`src/rtl/mem_dp_pkg.sv`:
```
// Shared definitions for the simple-dual-port RAM: default geometry, read-during-write codes, FSM states.
// Latency: n/a (package only).
// Backpressure: n/a (package only).
package mem_dp_pkg;

    // Default geometry used when the instantiating level does not override it.
    localparam int MEM_SIZE_DEF  = 4;
    localparam int DATA_SIZE_DEF = 16;

    // Read-during-write policy codes for RDW_MODE.
    localparam int RDW_OLD = 0;
    localparam int RDW_NEW = 1;

    // Controller states: zero-fill sweep after reset, then normal operation.
    typedef enum logic {
        ST_CLEAR = 1'b0,
        ST_RUN   = 1'b1
    } state_e;

    // Number of byte lanes in a word of the given width.
    function automatic int be_width(input int data_size);
        return data_size / 8;
    endfunction

endpackage

```
`src/rtl/mem_rd_pipe.sv`:
```
// Read output stage: passes the stage-1 {valid, data} through (RD_LAT=1) or adds one more register (RD_LAT=2).
// Latency: 0 extra cycles for RD_LAT=1, 1 extra cycle for RD_LAT=2.
// Backpressure: none; accepts one result per cycle and never stalls. Data holds while valid is low.
module mem_rd_pipe #(
    parameter int DATA_SIZE = 16,
    parameter int RD_LAT    = 1
) (
    input  logic                 clk_i,
    input  logic                 rst_n_i,
    input  logic                 s1_vld_i,
    input  logic [DATA_SIZE-1:0] s1_dat_i,
    output logic                 rd_valid_o,
    output logic [DATA_SIZE-1:0] rd_data_o
);

    if (RD_LAT == 2) begin : g_lat2
        logic                 s2_vld_q, s2_vld_d;
        logic [DATA_SIZE-1:0] s2_dat_q, s2_dat_d;

        // Second stage captures each stage-1 result; data is held when no result arrives.
        always_comb begin
            s2_vld_d = s1_vld_i;
            s2_dat_d = s2_dat_q;
            if (s1_vld_i) begin
                s2_dat_d = s1_dat_i;
            end
        end

        // Second-stage register; reset drops any result still in flight.
        always_ff @(posedge clk_i) begin
            if (!rst_n_i) begin
                s2_vld_q <= 1'b0;
                s2_dat_q <= '0;
            end else begin
                s2_vld_q <= s2_vld_d;
                s2_dat_q <= s2_dat_d;
            end
        end

        assign rd_valid_o = s2_vld_q;
        assign rd_data_o  = s2_dat_q;
    end else begin : g_lat1
        // Single-cycle latency: stage 1 already is the output register.
        logic unused_clk_rst;
        assign unused_clk_rst = &{1'b0, clk_i, rst_n_i};

        assign rd_valid_o = s1_vld_i;
        assign rd_data_o  = s1_dat_i;
    end

endmodule

```
`src/rtl/mem_dp.sv`:
```
// Simple-dual-port synchronous RAM with byte enables, post-reset clear sweep and selectable read latency.
// Latency: read data valid RD_LAT (1 or 2) cycles after rd_en; writes land on the sampling edge.
// Backpressure: none; one read and one write per cycle, requests ignored while init_done_o is low.
module mem_dp
    import mem_dp_pkg::*;
#(
    parameter int                 MEM_SIZE       = MEM_SIZE_DEF,
    parameter int                 DATA_SIZE      = DATA_SIZE_DEF,
    parameter int                 RD_LAT         = 1,
    parameter int                 RDW_MODE       = RDW_OLD,
    parameter int                 CLEAR_ON_RESET = 1,
    parameter logic [DATA_SIZE-1:0] CLR_VAL      = '0
) (
    input  logic                      clk_i,
    input  logic                      rst_n_i,
    input  logic                      rd_en_i,
    input  logic [MEM_SIZE-1:0]       rd_ad_i,
    output logic [DATA_SIZE-1:0]      rd_data_o,
    output logic                      rd_valid_o,
    input  logic                      wr_en_i,
    input  logic [MEM_SIZE-1:0]       wr_ad_i,
    input  logic [DATA_SIZE/8-1:0]    wr_be_i,
    input  logic [DATA_SIZE-1:0]      wd_i,
    output logic                      init_done_o
);

    localparam int                DEPTH    = 1 << MEM_SIZE;
    localparam int                BE_W     = be_width(DATA_SIZE);
    // Counter is one bit wider than the address so the last-address test is exact.
    localparam logic [MEM_SIZE:0] CNT_LAST = (MEM_SIZE + 1)'(DEPTH - 1);
    localparam state_e            ST_RST   = (CLEAR_ON_RESET != 0) ? ST_CLEAR : ST_RUN;

    // Reject geometries and latencies the datapath cannot build.
    if ((RD_LAT != 1) && (RD_LAT != 2)) begin : g_bad_lat
        $error("mem_dp: RD_LAT must be 1 or 2");
    end
    if ((DATA_SIZE % 8) != 0) begin : g_bad_width
        $error("mem_dp: DATA_SIZE must be a multiple of 8");
    end

    // Storage array; deliberately not reset, the clear sweep initialises it.
    logic [DATA_SIZE-1:0] mem_q [DEPTH];

    // Controller state.
    state_e            state_q, state_d;
    logic [MEM_SIZE:0] cnt_q, cnt_d;
    logic              init_done_q, init_done_d;
    logic              clr_go;

    // Request qualification and write merge.
    logic                 wr_go;
    logic                 rd_go;
    logic                 rd_hit_wr;
    logic [DATA_SIZE-1:0] wr_old;
    logic [DATA_SIZE-1:0] wr_merged;

    // Stage-1 read register.
    logic                 s1_vld_q, s1_vld_d;
    logic [DATA_SIZE-1:0] s1_dat_q, s1_dat_d;
    logic [DATA_SIZE-1:0] rd_word;

    // Requests only count once the array is usable; init_done is the gate.
    assign wr_go     = wr_en_i && init_done_q;
    assign rd_go     = rd_en_i && init_done_q;
    assign rd_hit_wr = wr_go && (rd_ad_i == wr_ad_i);

    // Next state: sweep one word per cycle in CLEAR, leave after the last address.
    always_comb begin
        state_d = state_q;
        cnt_d   = cnt_q;
        clr_go  = 1'b0;
        case (state_q)
            ST_CLEAR: begin
                clr_go = 1'b1;
                cnt_d  = cnt_q + 1'b1;
                if (cnt_q == CNT_LAST) begin
                    state_d = ST_RUN;
                end
            end
            ST_RUN: begin
                state_d = ST_RUN;
            end
            default: begin
                state_d = ST_CLEAR;
            end
        endcase
        init_done_d = (state_d == ST_RUN);
    end

    // Controller registers; reset restarts the sweep from address 0.
    always_ff @(posedge clk_i) begin
        if (!rst_n_i) begin
            state_q     <= ST_RST;
            cnt_q       <= '0;
            init_done_q <= 1'b0;
        end else begin
            state_q     <= state_d;
            cnt_q       <= cnt_d;
            init_done_q <= init_done_d;
        end
    end

    // Byte-lane merge: enabled lanes take the new data, others keep the stored bytes.
    always_comb begin
        wr_old    = mem_q[wr_ad_i];
        wr_merged = wr_old;
        for (int b = 0; b < BE_W; b++) begin
            if (wr_be_i[b]) begin
                wr_merged[8*b +: 8] = wd_i[8*b +: 8];
            end
        end
    end

    // Array update: clear sweep or user write; nothing is written on a reset edge.
    always_ff @(posedge clk_i) begin
        if (rst_n_i) begin
            if (clr_go) begin
                mem_q[cnt_q[MEM_SIZE-1:0]] <= CLR_VAL;
            end else if (wr_go) begin
                mem_q[wr_ad_i] <= wr_merged;
            end
        end
    end

    // Stage-1 read mux: same-address collisions resolved here according to RDW_MODE.
    always_comb begin
        rd_word = mem_q[rd_ad_i];
        if ((RDW_MODE == RDW_NEW) && rd_hit_wr) begin
            rd_word = wr_merged;
        end
        s1_vld_d = rd_go;
        s1_dat_d = s1_dat_q;
        if (rd_go) begin
            s1_dat_d = rd_word;
        end
    end

    // Stage-1 register; reset flushes in-flight reads and zeroes the data.
    always_ff @(posedge clk_i) begin
        if (!rst_n_i) begin
            s1_vld_q <= 1'b0;
            s1_dat_q <= '0;
        end else begin
            s1_vld_q <= s1_vld_d;
            s1_dat_q <= s1_dat_d;
        end
    end

    mem_rd_pipe #(
        .DATA_SIZE (DATA_SIZE),
        .RD_LAT    (RD_LAT)
    ) u_rd_pipe (
        .clk_i      (clk_i),
        .rst_n_i    (rst_n_i),
        .s1_vld_i   (s1_vld_q),
        .s1_dat_i   (s1_dat_q),
        .rd_valid_o (rd_valid_o),
        .rd_data_o  (rd_data_o)
    );

    assign init_done_o = init_done_q;

endmodule

```
`config.mk`:
```
export PLATFORM = sky130hd
export DESIGN_NAME = mem_dp
export DESIGN_NICKNAME = d
export VERILOG_FILES = /design/src/rtl/mem_dp_pkg.sv /design/src/rtl/mem_rd_pipe.sv /design/src/rtl/mem_dp.sv
export SDC_FILE = /design/constraint.sdc
export NUM_CORES = 1
export LEC_CHECK = 0
export ABC_AREA = 1
export CORE_UTILIZATION = 32
export DETAILED_ROUTE_END_ITERATION = 10
export PLACE_DENSITY_LB_ADDON = 0.08
export SKIP_LAST_GASP = 1
export SYNTH_ARGS = -nofsm -noshare
export SYNTH_HDL_FRONTEND = slang
export SYNTH_SLANG_ARGS = --single-unit
```
`constraint.sdc`:
```
create_clock -name clk_i -period 4.3 [get_ports clk_i]
set_input_delay 0.86 -clock clk_i [delete_from_list [all_inputs] [get_ports clk_i]]
set_output_delay 0.86 -clock clk_i [all_outputs]
set_load 0.01 [all_outputs]
```
==> flow_summary.toml <==
[status]
outcome = "finished, final reports clean"

[yosys]
synth_top_area_share_pct = 66.5
synth-seq-cells = 279
synth_enable_flop_cells = 256
netlist_area_mm2 = 0.0116
synth.largest_area_cell = "edfxtp_1"
synth.most_common_cell = "nand2_1"
synthArstFlopShare_pct = 0
synthCells = 1079
ys_types = 20
syn-num-nets = 1111
synth_area_leaders = "edfxtp_1 (67%), nand2_1 (12%), nand3_1 (9.0%)"
synth_common_cells = "nand2_1 (365), edfxtp_1 (256), nand3_1 (208), nor2_1 (82), inv_1 (48)"
synth_area_per_cell_um2 = 10.7
yosys_warnings = 0
synthFlopType = "edfxtp_1"
seq_area_frac_synth_pct = 70.5

[worst_setup_path]
critical-path-max-stage-delay_ps = 660
cpMostUsedCell = "nand2_1"
startpoint_type = "primary input"
worst-path-max-fanout = 22
cp_slowest_cell = "nor2_1"
path_cells = "clkdlybuf4s50_1 > nand2_2 > nor2_4 > o21ai_4 > nand2_1 > o21ai_2 > nor2_2 > nand2_1 > nor2_1"
worstSetupEndpointType = "register"
critPathKind = "in -> reg"
required_ps = 4490
cp.arrival_ps = 3160
critical-path-top-delay-family = "simple AND/OR/NAND/NOR gates"
crit_buf_inv = 1

[final_layout]
finalNetCount = 1172
area_growth_pct = 19.1
stdcell_area_mm2 = 0.0138
nFillCells = 3510
drive_gt1_share_pct = 9.54
n_antenna_cell = 0
fin_cells = 1625

[placement]
portBuffers = 47
placed_area_mm2 = 0.0127
dp_worst_setup_slack_ps = 731
routabilityCongestion = 0.821
dp.cells = 1568
detailed_place_hpwl_um = 20000

[clock_network]
cts_tree = "built"
cts_inserted_buffers = 31
cts_root_buf = "clkbuf_16"
clockBufferDepth = 3
path_clk_slew_ps = 60
post_cts_buffers = 0
htreeDepth = 1
clk_latency_ps = 560
cts_hold_buf = 0
cts_resized = 0
clkSinkCount = 279

[sta]
post-route-period-util_pct = 69.2
finalHoldViolations = 0
rsz0062_at_grt = "false"
finalSetupViolCount = 0
fmax_mhz = 336
finalWorstSetupSlack_ps = 1330
tightest_slew_ps = 991
slew_headroom_pct = 33.9
skew_ps = 13.0
finalMaxSlewViolations = 0
layout_min_cycle_time_ps = 2970
tns_ps = 0

[routing]
drtIter0Drc = 462
drc = 0
antenna_left = 0
vias_per_cell = 4.76
wire_per_inst_um = 19.5
drtPass1Iterations = 5
wirelength_um = 31800
vias = 7731

[pwr]
ir_drop_mv = 0.304
powerDensity_mw_per_mm2 = 447
leakagePower_nw = 5.26

[floorplanning]
die_w_um = 192
die-area_mm2 = 0.0369
fp-row-count = 69
core_mm2 = 0.0356
die_h_um = 192
initial_core_util_pct = 32.5
boundaryPins = 48

[global_routing]
grt_max_degree = 86
grt_overflow = 0
grt_usage_pct = 17.6
grt_use_met1_pct = 24.0
grt_util_met3_pct = 2.30
use_met2_pct = 29.6
antenna_found_initial = 0
grt_pass1_vias = 7735
gr-max-usage-layer = "met2"
grt_pass1_wl_um = 48000

[run]
drv_cap = 0

[min_path]
hold_class = "reg -> reg"
==> cell type report <==
class	instances	area, µm²	area share (%)
clock buffer	36	795	5.77
clock inverter	21	305	2.22
inverter	50	190	1.38
multi-input combinational	690	2960	21.5
sequential	279	8150	59.2
tap	461	577	4.19
timing repair buffer	88	783	5.69
==> cells in the final DEF, fill, tap and decap left out, drive strengths merged <==
cell type	instances
bufinv	8
edfxtp	256
clkbuf	36
clkdlybuf4s50	45
inv	51
dfxtp	23
clkinv	11
ha	2
clkinvlp	1
a21oi	6
o21ai	12
nor3	4
nor2	91
nand2	367
buf	43
nand3	208
==> kinds of logic after synthesis <==
kind of cell               count (synthesis)  synth area share (%)
adders and majority gates                  2                 0.217
DFF                                      279                  70.5
and+or+nand+nor                          670                  24.3
buffers and inverters                    110                  3.96
AOI/OAI and AO/OA                         18                 0.974
==> layer usage <==
layer | routed length (µm) | vias to the layer above
met4 | 669 | 0
li1 | - | 3776
met1 | 14900 | 3792
met3 | 1010 | 45
met5 | 0 | -
met2 | 15100 | 118
==> worst paths after layout <==
kind / start / endpoint / slack, ps / cells after the start
min: cnt_q[3] / cnt_q[3] / 520 / 1
min reg2reg: cnt_q[3] / cnt_q[3] / 520 / 1
max: rst_n_i / mem_q[14][0] / 1330 / 9
max reg2reg: init_done_o / mem_q[14][0] / 1750 / 8
==> stage by stage <==
| step | power [mW] | hold WS [ps] | utilization [%] |
|---|---|---|---|
| final | 6.15 | 519 | 38.7 |
| after global routing | 6.36 | 518 | 38.7 |
| after CTS | 6.22 | 512 | 38.7 |
| after detailed placement | 3.34 | 496 | 35.6 |
| after global placement | 3.35 | 509 | 35.6 |
| after floorplan | 3.21 | 443 | - |
==> flip-flops by register name, summed over array words and instances, names as in the netlist <==
register     cells
mem_q          256
s1_dat_q        16
cnt_q            5
init_done_o      1
s1_vld_q         1
==> power breakdown <==
group          total [mW]  leakage, nW  internal [mW]  switching (mW)
Combinational       0.317         2.15         0.0972           0.220
Clock                2.87        0.537           1.79            1.08
Sequential           2.96         2.58           2.95         0.00798
Total                6.15         5.26           4.84            1.31
Note: power is estimated with default switching activity, not from simulation.
